<file path="config.mk">
export PLATFORM = sky130hd
export DESIGN_NAME = rom_bist_misr_ctrl
export DESIGN_NICKNAME = d
export VERILOG_FILES = /design/src/rtl/rom_bist_misr_ctrl_pkg.sv /design/src/rtl/rom_bist_misr.sv /design/src/rtl/rom_bist_misr_ctrl.sv
export SDC_FILE = /design/constraint.sdc
export NUM_CORES = 1
export LEC_CHECK = 0
export ABC_AREA = 1
export ABC_CLOCK_PERIOD_IN_PS = 2400
export CAP_MARGIN = 20
export CORE_MARGIN = 3
export CORE_UTILIZATION = 47
export DETAILED_ROUTE_END_ITERATION = 8
export PLACE_DENSITY = 0.81
export SLEW_MARGIN = 10
export SYNTH_ARGS = -nofsm -noshare
export SYNTH_HDL_FRONTEND = slang
export SYNTH_SLANG_ARGS = --single-unit
</file>
<file path="constraint.sdc">
create_clock -name BIST_CLK_ROM_IN -period 2.4 [get_ports BIST_CLK_ROM_IN]
set_clock_uncertainty 0.15 [all_clocks]
set_input_delay 0.48 -clock BIST_CLK_ROM_IN [delete_from_list [all_inputs] [get_ports BIST_CLK_ROM_IN]]
set_output_delay 0.48 -clock BIST_CLK_ROM_IN [all_outputs]
set_load 0.02 [all_outputs]
</file>
<file path="src/rtl/rom_bist_misr_ctrl_pkg.sv">
// Shared types and constants for the ROM BIST controller and its MISR.
package rom_bist_misr_ctrl_pkg;

  // Controller states: idle, clock-mux settle, address sweep, read-latency
  // drain, signature compare, and sticky completion.
  typedef enum logic [2:0] {
    ST_IDLE  = 3'd0,
    ST_SETUP = 3'd1,
    ST_READ  = 3'd2,
    ST_DRAIN = 3'd3,
    ST_CMP   = 3'd4,
    ST_DONE  = 3'd5
  } bist_state_e;

  // Feedback taps applied when the MISR MSB shifts out.
  localparam logic [31:0] MISR_POLY = 32'h0040_0007;

  // Value the MISR starts every run from (and sits at after reset).
  localparam logic [31:0] MISR_SEED = 32'hFFFF_FFFF;

  // True for the states in which a run is in progress and ABORT is honoured.
  function automatic logic is_run_state(input bist_state_e s);
    return (s == ST_SETUP) || (s == ST_READ) || (s == ST_DRAIN) || (s == ST_CMP);
  endfunction

endpackage

</file>
<file path="src/rtl/rom_bist_misr.sv">
// Multiple-input signature register that compacts the ROM read stream.
module rom_bist_misr
  import rom_bist_misr_ctrl_pkg::*;
#(
  parameter int BITS = 32
) (
  input  logic            clk,
  input  logic            rst_n,
  input  logic            load,
  input  logic            enable,
  input  logic [BITS-1:0] data_in,
  output logic [BITS-1:0] signature
);

  localparam logic [BITS-1:0] POLY = BITS'(MISR_POLY);
  localparam logic [BITS-1:0] SEED = BITS'(MISR_SEED);

  logic [BITS-1:0] feedback;

  // Taps are folded in only when the bit being shifted out is set.
  always_comb begin
    feedback = signature[BITS-1] ? POLY : '0;
  end

  // Seed on load, otherwise shift-and-fold one data word per enabled cycle.
  always_ff @(posedge clk or negedge rst_n) begin
    if (!rst_n) begin
      signature <= SEED;
    end else if (load) begin
      signature <= SEED;
    end else if (enable) begin
      signature <= {signature[BITS-2:0], 1'b0} ^ feedback ^ data_in;
    end
  end

endmodule

</file>
<file path="src/rtl/rom_bist_misr_ctrl.sv">
// ROM BIST controller: sweeps every ROM word once, compacts the read data
// into a MISR and compares the result against a golden signature.
module rom_bist_misr_ctrl
  import rom_bist_misr_ctrl_pkg::*;
#(
  parameter int ROM_ADDR  = 11,
  parameter int ROM_WORDS = 2048,
  parameter int ROM_BITS  = 32,
  parameter int RD_LAT    = 1,
  parameter int SETUP_CYC = 2
) (
  input  logic                BIST_CLK_ROM_IN,
  input  logic                BIST_RST_ROM_B,
  input  logic                BIST_START,
  input  logic                BIST_ABORT,
  input  logic [ROM_BITS-1:0] EXP_SIGNATURE,
  input  logic [ROM_BITS-1:0] DATA_ROM_OUT,
  output logic                BIST_ROM_ENABLE,
  output logic [ROM_ADDR-1:0] BIST_ADDR_ROM_IN,
  output logic                BIST_REN_ROM,
  output logic                BIST_BUSY,
  output logic                BIST_DONE,
  output logic                BIST_PASS,
  output logic [ROM_BITS-1:0] BIST_SIGNATURE
);

  localparam logic [ROM_ADDR-1:0] LAST_ADDR  = ROM_ADDR'(ROM_WORDS - 1);
  localparam logic [ROM_ADDR-1:0] ADDR_ONE   = ROM_ADDR'(1);
  localparam logic [2:0]          SETUP_LAST = 3'(SETUP_CYC - 1);
  localparam logic [2:0]          DRAIN_LAST = 3'(RD_LAT - 1);

  bist_state_e         state;
  logic [ROM_ADDR-1:0] addr_cnt;
  logic [2:0]          wait_cnt;
  logic [RD_LAT-1:0]   strb_pipe;
  logic                abort_req;
  logic                strobe;
  logic                misr_load;
  logic                misr_en;
  logic                busy_q;
  logic                rom_en_q;
  logic                done_q;
  logic                pass_q;

  // Abort is only meaningful while a run is active; in IDLE/DONE it is ignored.
  assign abort_req = BIST_ABORT && is_run_state(state);

  // The capture strobe is the read enable seen RD_LAT cycles later.
  assign strobe = strb_pipe[RD_LAT-1];

  // An abort freezes the MISR in the cycle it is taken, including any reseed.
  assign misr_load = (state == ST_SETUP) && !abort_req;
  assign misr_en   = strobe && !abort_req;

  // Read enable and address decode straight from the state so an abort or
  // reset drops them in the very next cycle without an extra register stage.
  assign BIST_REN_ROM     = (state == ST_READ);
  assign BIST_ADDR_ROM_IN = (state == ST_READ) ? addr_cnt : '0;

  assign BIST_BUSY       = busy_q;
  assign BIST_ROM_ENABLE = rom_en_q;
  assign BIST_DONE       = done_q;
  assign BIST_PASS       = pass_q;

  // Run sequencing with registered status outputs updated alongside the state.
  always_ff @(posedge BIST_CLK_ROM_IN or negedge BIST_RST_ROM_B) begin
    if (!BIST_RST_ROM_B) begin
      state    <= ST_IDLE;
      addr_cnt <= '0;
      wait_cnt <= '0;
      busy_q   <= 1'b0;
      rom_en_q <= 1'b0;
      done_q   <= 1'b0;
      pass_q   <= 1'b0;
    end else if (abort_req) begin
      state    <= ST_IDLE;
      addr_cnt <= '0;
      wait_cnt <= '0;
      busy_q   <= 1'b0;
      rom_en_q <= 1'b0;
      done_q   <= 1'b0;
      pass_q   <= 1'b0;
    end else begin
      case (state)
        ST_IDLE, ST_DONE: begin
          if (BIST_START) begin
            state    <= ST_SETUP;
            addr_cnt <= '0;
            wait_cnt <= '0;
            busy_q   <= 1'b1;
            rom_en_q <= 1'b1;
            done_q   <= 1'b0;
            pass_q   <= 1'b0;
          end
        end
        ST_SETUP: begin
          addr_cnt <= '0;
          if (wait_cnt == SETUP_LAST) begin
            state    <= ST_READ;
            wait_cnt <= '0;
          end else begin
            wait_cnt <= wait_cnt + 3'd1;
          end
        end
        ST_READ: begin
          if (addr_cnt == LAST_ADDR) begin
            state    <= ST_DRAIN;
            addr_cnt <= '0;
          end else begin
            addr_cnt <= addr_cnt + ADDR_ONE;
          end
        end
        ST_DRAIN: begin
          if (wait_cnt == DRAIN_LAST) begin
            state    <= ST_CMP;
            wait_cnt <= '0;
          end else begin
            wait_cnt <= wait_cnt + 3'd1;
          end
        end
        ST_CMP: begin
          state    <= ST_DONE;
          pass_q   <= (BIST_SIGNATURE == EXP_SIGNATURE);
          done_q   <= 1'b1;
          busy_q   <= 1'b0;
          rom_en_q <= 1'b0;
        end
        default: begin
          state <= ST_IDLE;
        end
      endcase
    end
  end

  // Delay line matching the ROM read latency; emptied on abort so no stale
  // capture can land after the run is abandoned.
  always_ff @(posedge BIST_CLK_ROM_IN or negedge BIST_RST_ROM_B) begin
    if (!BIST_RST_ROM_B) begin
      strb_pipe <= '0;
    end else if (abort_req) begin
      strb_pipe <= '0;
    end else begin
      strb_pipe[0] <= BIST_REN_ROM;
      for (int i = 1; i < RD_LAT; i++) begin
        strb_pipe[i] <= strb_pipe[i-1];
      end
    end
  end

  rom_bist_misr #(
    .BITS(ROM_BITS)
  ) u_misr (
    .clk       (BIST_CLK_ROM_IN),
    .rst_n     (BIST_RST_ROM_B),
    .load      (misr_load),
    .enable    (misr_en),
    .data_in   (DATA_ROM_OUT),
    .signature (BIST_SIGNATURE)
  );

endmodule

</file>
==> impl_results.md <==
- Synth Instances: 511
- Area of the core: 0.007408 sq mm
- Mux cell area share after synthesis: 0%
- Routability cong.: 0.8918
- Synth Area in Compound Gates: 13.79%
- Pwr Density: 1139 mW/mm^2
- Slew @ Worst Pin: 0.5939 ns
- N_diodes: 0
- Wirelength, routed: 10350 um
- Detailed placement HPWL: 7927 um
- Share of cells above drive strength 1: 13.22%
- DR vias: 3639
- Maximum net fanout on the critical path: 15
- Final setup fails: 0
- Worst path slowest cell: dfrtp_1
- Status: completed
- Io pins: 116
- F_max: 444.3 MHz
- Vias in the first global route: 3562
- Clk root buf: clkbuf_8
- Mapped cell area: 0.003674 sq mm
- Vias per cell: 5.006
- Setup tns final: 0 ns
- Largest family of logic cells by synthesized area: simple AND/OR/NAND/NOR gates
- Syn. warnings: 0
- WL/cell: 14.24 um
- Slew Limit Fails: 0
- Total GRT Usage: 23.23%
- Max_cap viols: 0
- Simple-gate area share of the yosys netlist: 25.44%
- Starting Density: 49.59%
- Area Overhead vs Synth: 36.21%
- Final Critical Period: 2.251 ns
- CTS tree: built
- Critical path type: reg2out
- Final worst-path cycle share: 93.78%
- Syn nets: 583
- First-pass GRT wire length: 16480 um
- Maximum vdd drop: 0.7422 mV
- Residual DRC count: 0
- Crit path required time: 1.77 ns
- Mean Syn Cell Area: 7.189 sq um
- Final instance count without filler cells: 727
- Nets: 699
- Port Buffers: 115
- Total power: 5700 uW
- Crit start category: flop
- Cell breakdown of the critical path: inv_2 -> nand3_1 -> buf_4 -> nor2_1 -> dlygate4sd2_1
- Die area: 0.008913 sq mm
- Gr ovfl total: 0
- DR pass1 iterations: 5
- Crit-path max cell delay: 0.43 ns
- DRT iter0 DRCs: 208
- Distinct cells, synth: 28
- P_leak: 0.002421 uW
- Htree depth: 2
- Hold WC Path Type: in2async
- Most common cell after layout, fill and taps aside: nand2_1
- Clock slew at reported path FFs: 0.11 ns
- # Post-CTS Setup Buffers: 0
- Number of routed nets with antenna violations: 0
- Slew margin rel.: 60.40%
- Final Cell Area: 0.005004 sq mm
- Post-Synth Adder-Cell Area: 1.362%
- Min Hold Slack: 0.3351 ns
- Unrepaired setup endpoints after global routing: false
- Clock sink total: 53
- DP Area: 0.004922 sq mm
- Chip width: 94.41 um
- Cells after DPL: 719
- Clock Tree Buf Depth: 2
- Yosys reg bits: 53
- Critical Path AT: 1.62 ns
- Cell Rows: 31
- Crit path capture type: output pin
- Most frequent cells in the layout: 152 x nand2_1, 102 x clkdlybuf4s50_1, 84 x inv_1
- Xor/xnor cell area share of the yosys netlist: 10.49%
- Largest net degree at the start of global routing: 55
- CTS Hold Bufs: 0
- Die Span Y: 94.41 um
- Skew-Pair Late Insertion Delay: 0.31 ns
- CTS Buf Count: 5
- Sequential fraction of the synthesis area: 37.19%
- Initial antenna violation count: 0
- Hold Violations, Final: 0
critical path: cells and delay by family (launching register included):
kind | cells | cell delay, ns
buffers and inverters | 3 | 0.68
and+or+nand+nor | 2 | 0.22
DFF | 1 | 0.43
final cells by class:
type / instances / area [sq um]
fill: 620 / 2405
multi-input combinational: 356 / 1877
sequential: 53 / 1366
timing repair buffer: 124 / 1211
inverter: 87 / 329.1
tap: 99 / 123.9
clock buffer: 6 / 82.58
clock inverter: 2 / 13.76
worst paths after layout:
path	startpoint	to	slack, ns	cells after the start
max	state[2]	BIST_ADDR_ROM_IN[2]	0.15	5
min	BIST_RST_ROM_B	u_misr.signature[7]	0.34	1
max reg2reg	state[1]	u_misr.signature[29]	0.40	8
min reg2reg	BIST_DONE	BIST_DONE	0.34	2
max in group asynchronous	BIST_RST_ROM_B	u_misr.signature[10]	1.46	2
min in group BIST_CLK_ROM_IN	BIST_DONE	BIST_DONE	0.34	2
through the flow:
stage	setup WS [ns]	util [%]
2_1_floorplan	0.5633	-
3_3_place_gp	0.1407	66.44
3_5_place_dp	0.04174	66.44
4_1_cts	0.1529	67.54
5_1_grt	0.07312	67.54
6_report	0.1493	67.54
power breakdown:
group          internal, uW  switching (uW)
Clock                   235             316
Combinational          1380            1860
Sequential             1450             462
metal layers:
layer	routed length (um)	global-route usage, %
met5	0	0
met4	186	6.980
met1	4341	28.97
met2	5082	40.90
met3	740	4.223
Yosys cell counts:
master      n  share of area, %
nand2_1   152                16
inv_1      84               8.6
o21ai_1    40               5.4
nor2_1     37               3.8
dfstp_2    32                23
xor2_1     31               7.4
o21ai_2    22               5.2
dfrtp_1    21                14
nand4_1    16               2.7
o21ai_0    14               1.9
xnor2_1    13               3.1
nand3_1    12               1.6
clkbuf_1    5              0.51
a21oi_1     4              0.54
buf_6       4               1.2
ha_1        4               1.4
buf_2       3              0.41
buf_4       3              0.61
nand2_2     3              0.51
inv_2       2              0.20
nor2_2      2              0.34
inv_4       1              0.17
nand3_2     1              0.27
nand3b_1    1              0.20
nor3_2      1              0.27
o211ai_1    1              0.20
o21ai_4     1              0.44
or2_1       1              0.17
cells by family (layout without fill, tap and decap cells):
family	count (synthesis)	after routing
adder cells (fa/ha/maj)	4	4
AO/OA/AOI/OAI	82	82
buffers and inverters	102	219
AND/OR/NAND/NOR	226	226
flip-flops	53	53
XOR/XNOR	44	44
flip-flops by register name, summed over array words and instances (netlist names):
name              count
u_misr.signature     32
addr_cnt             11
state                 3
wait_cnt              3
BIST_DONE             1
BIST_PASS             1
BIST_ROM_ENABLE       1
strb_pipe             1
what timing repair did:
item | CTS | global route
endpoints found under the hold margin | 0 | 0
gates resized for setup | 12 | 0
setup endpoints to repair | 12 | 0
Power figures use the tool's default switching activity.
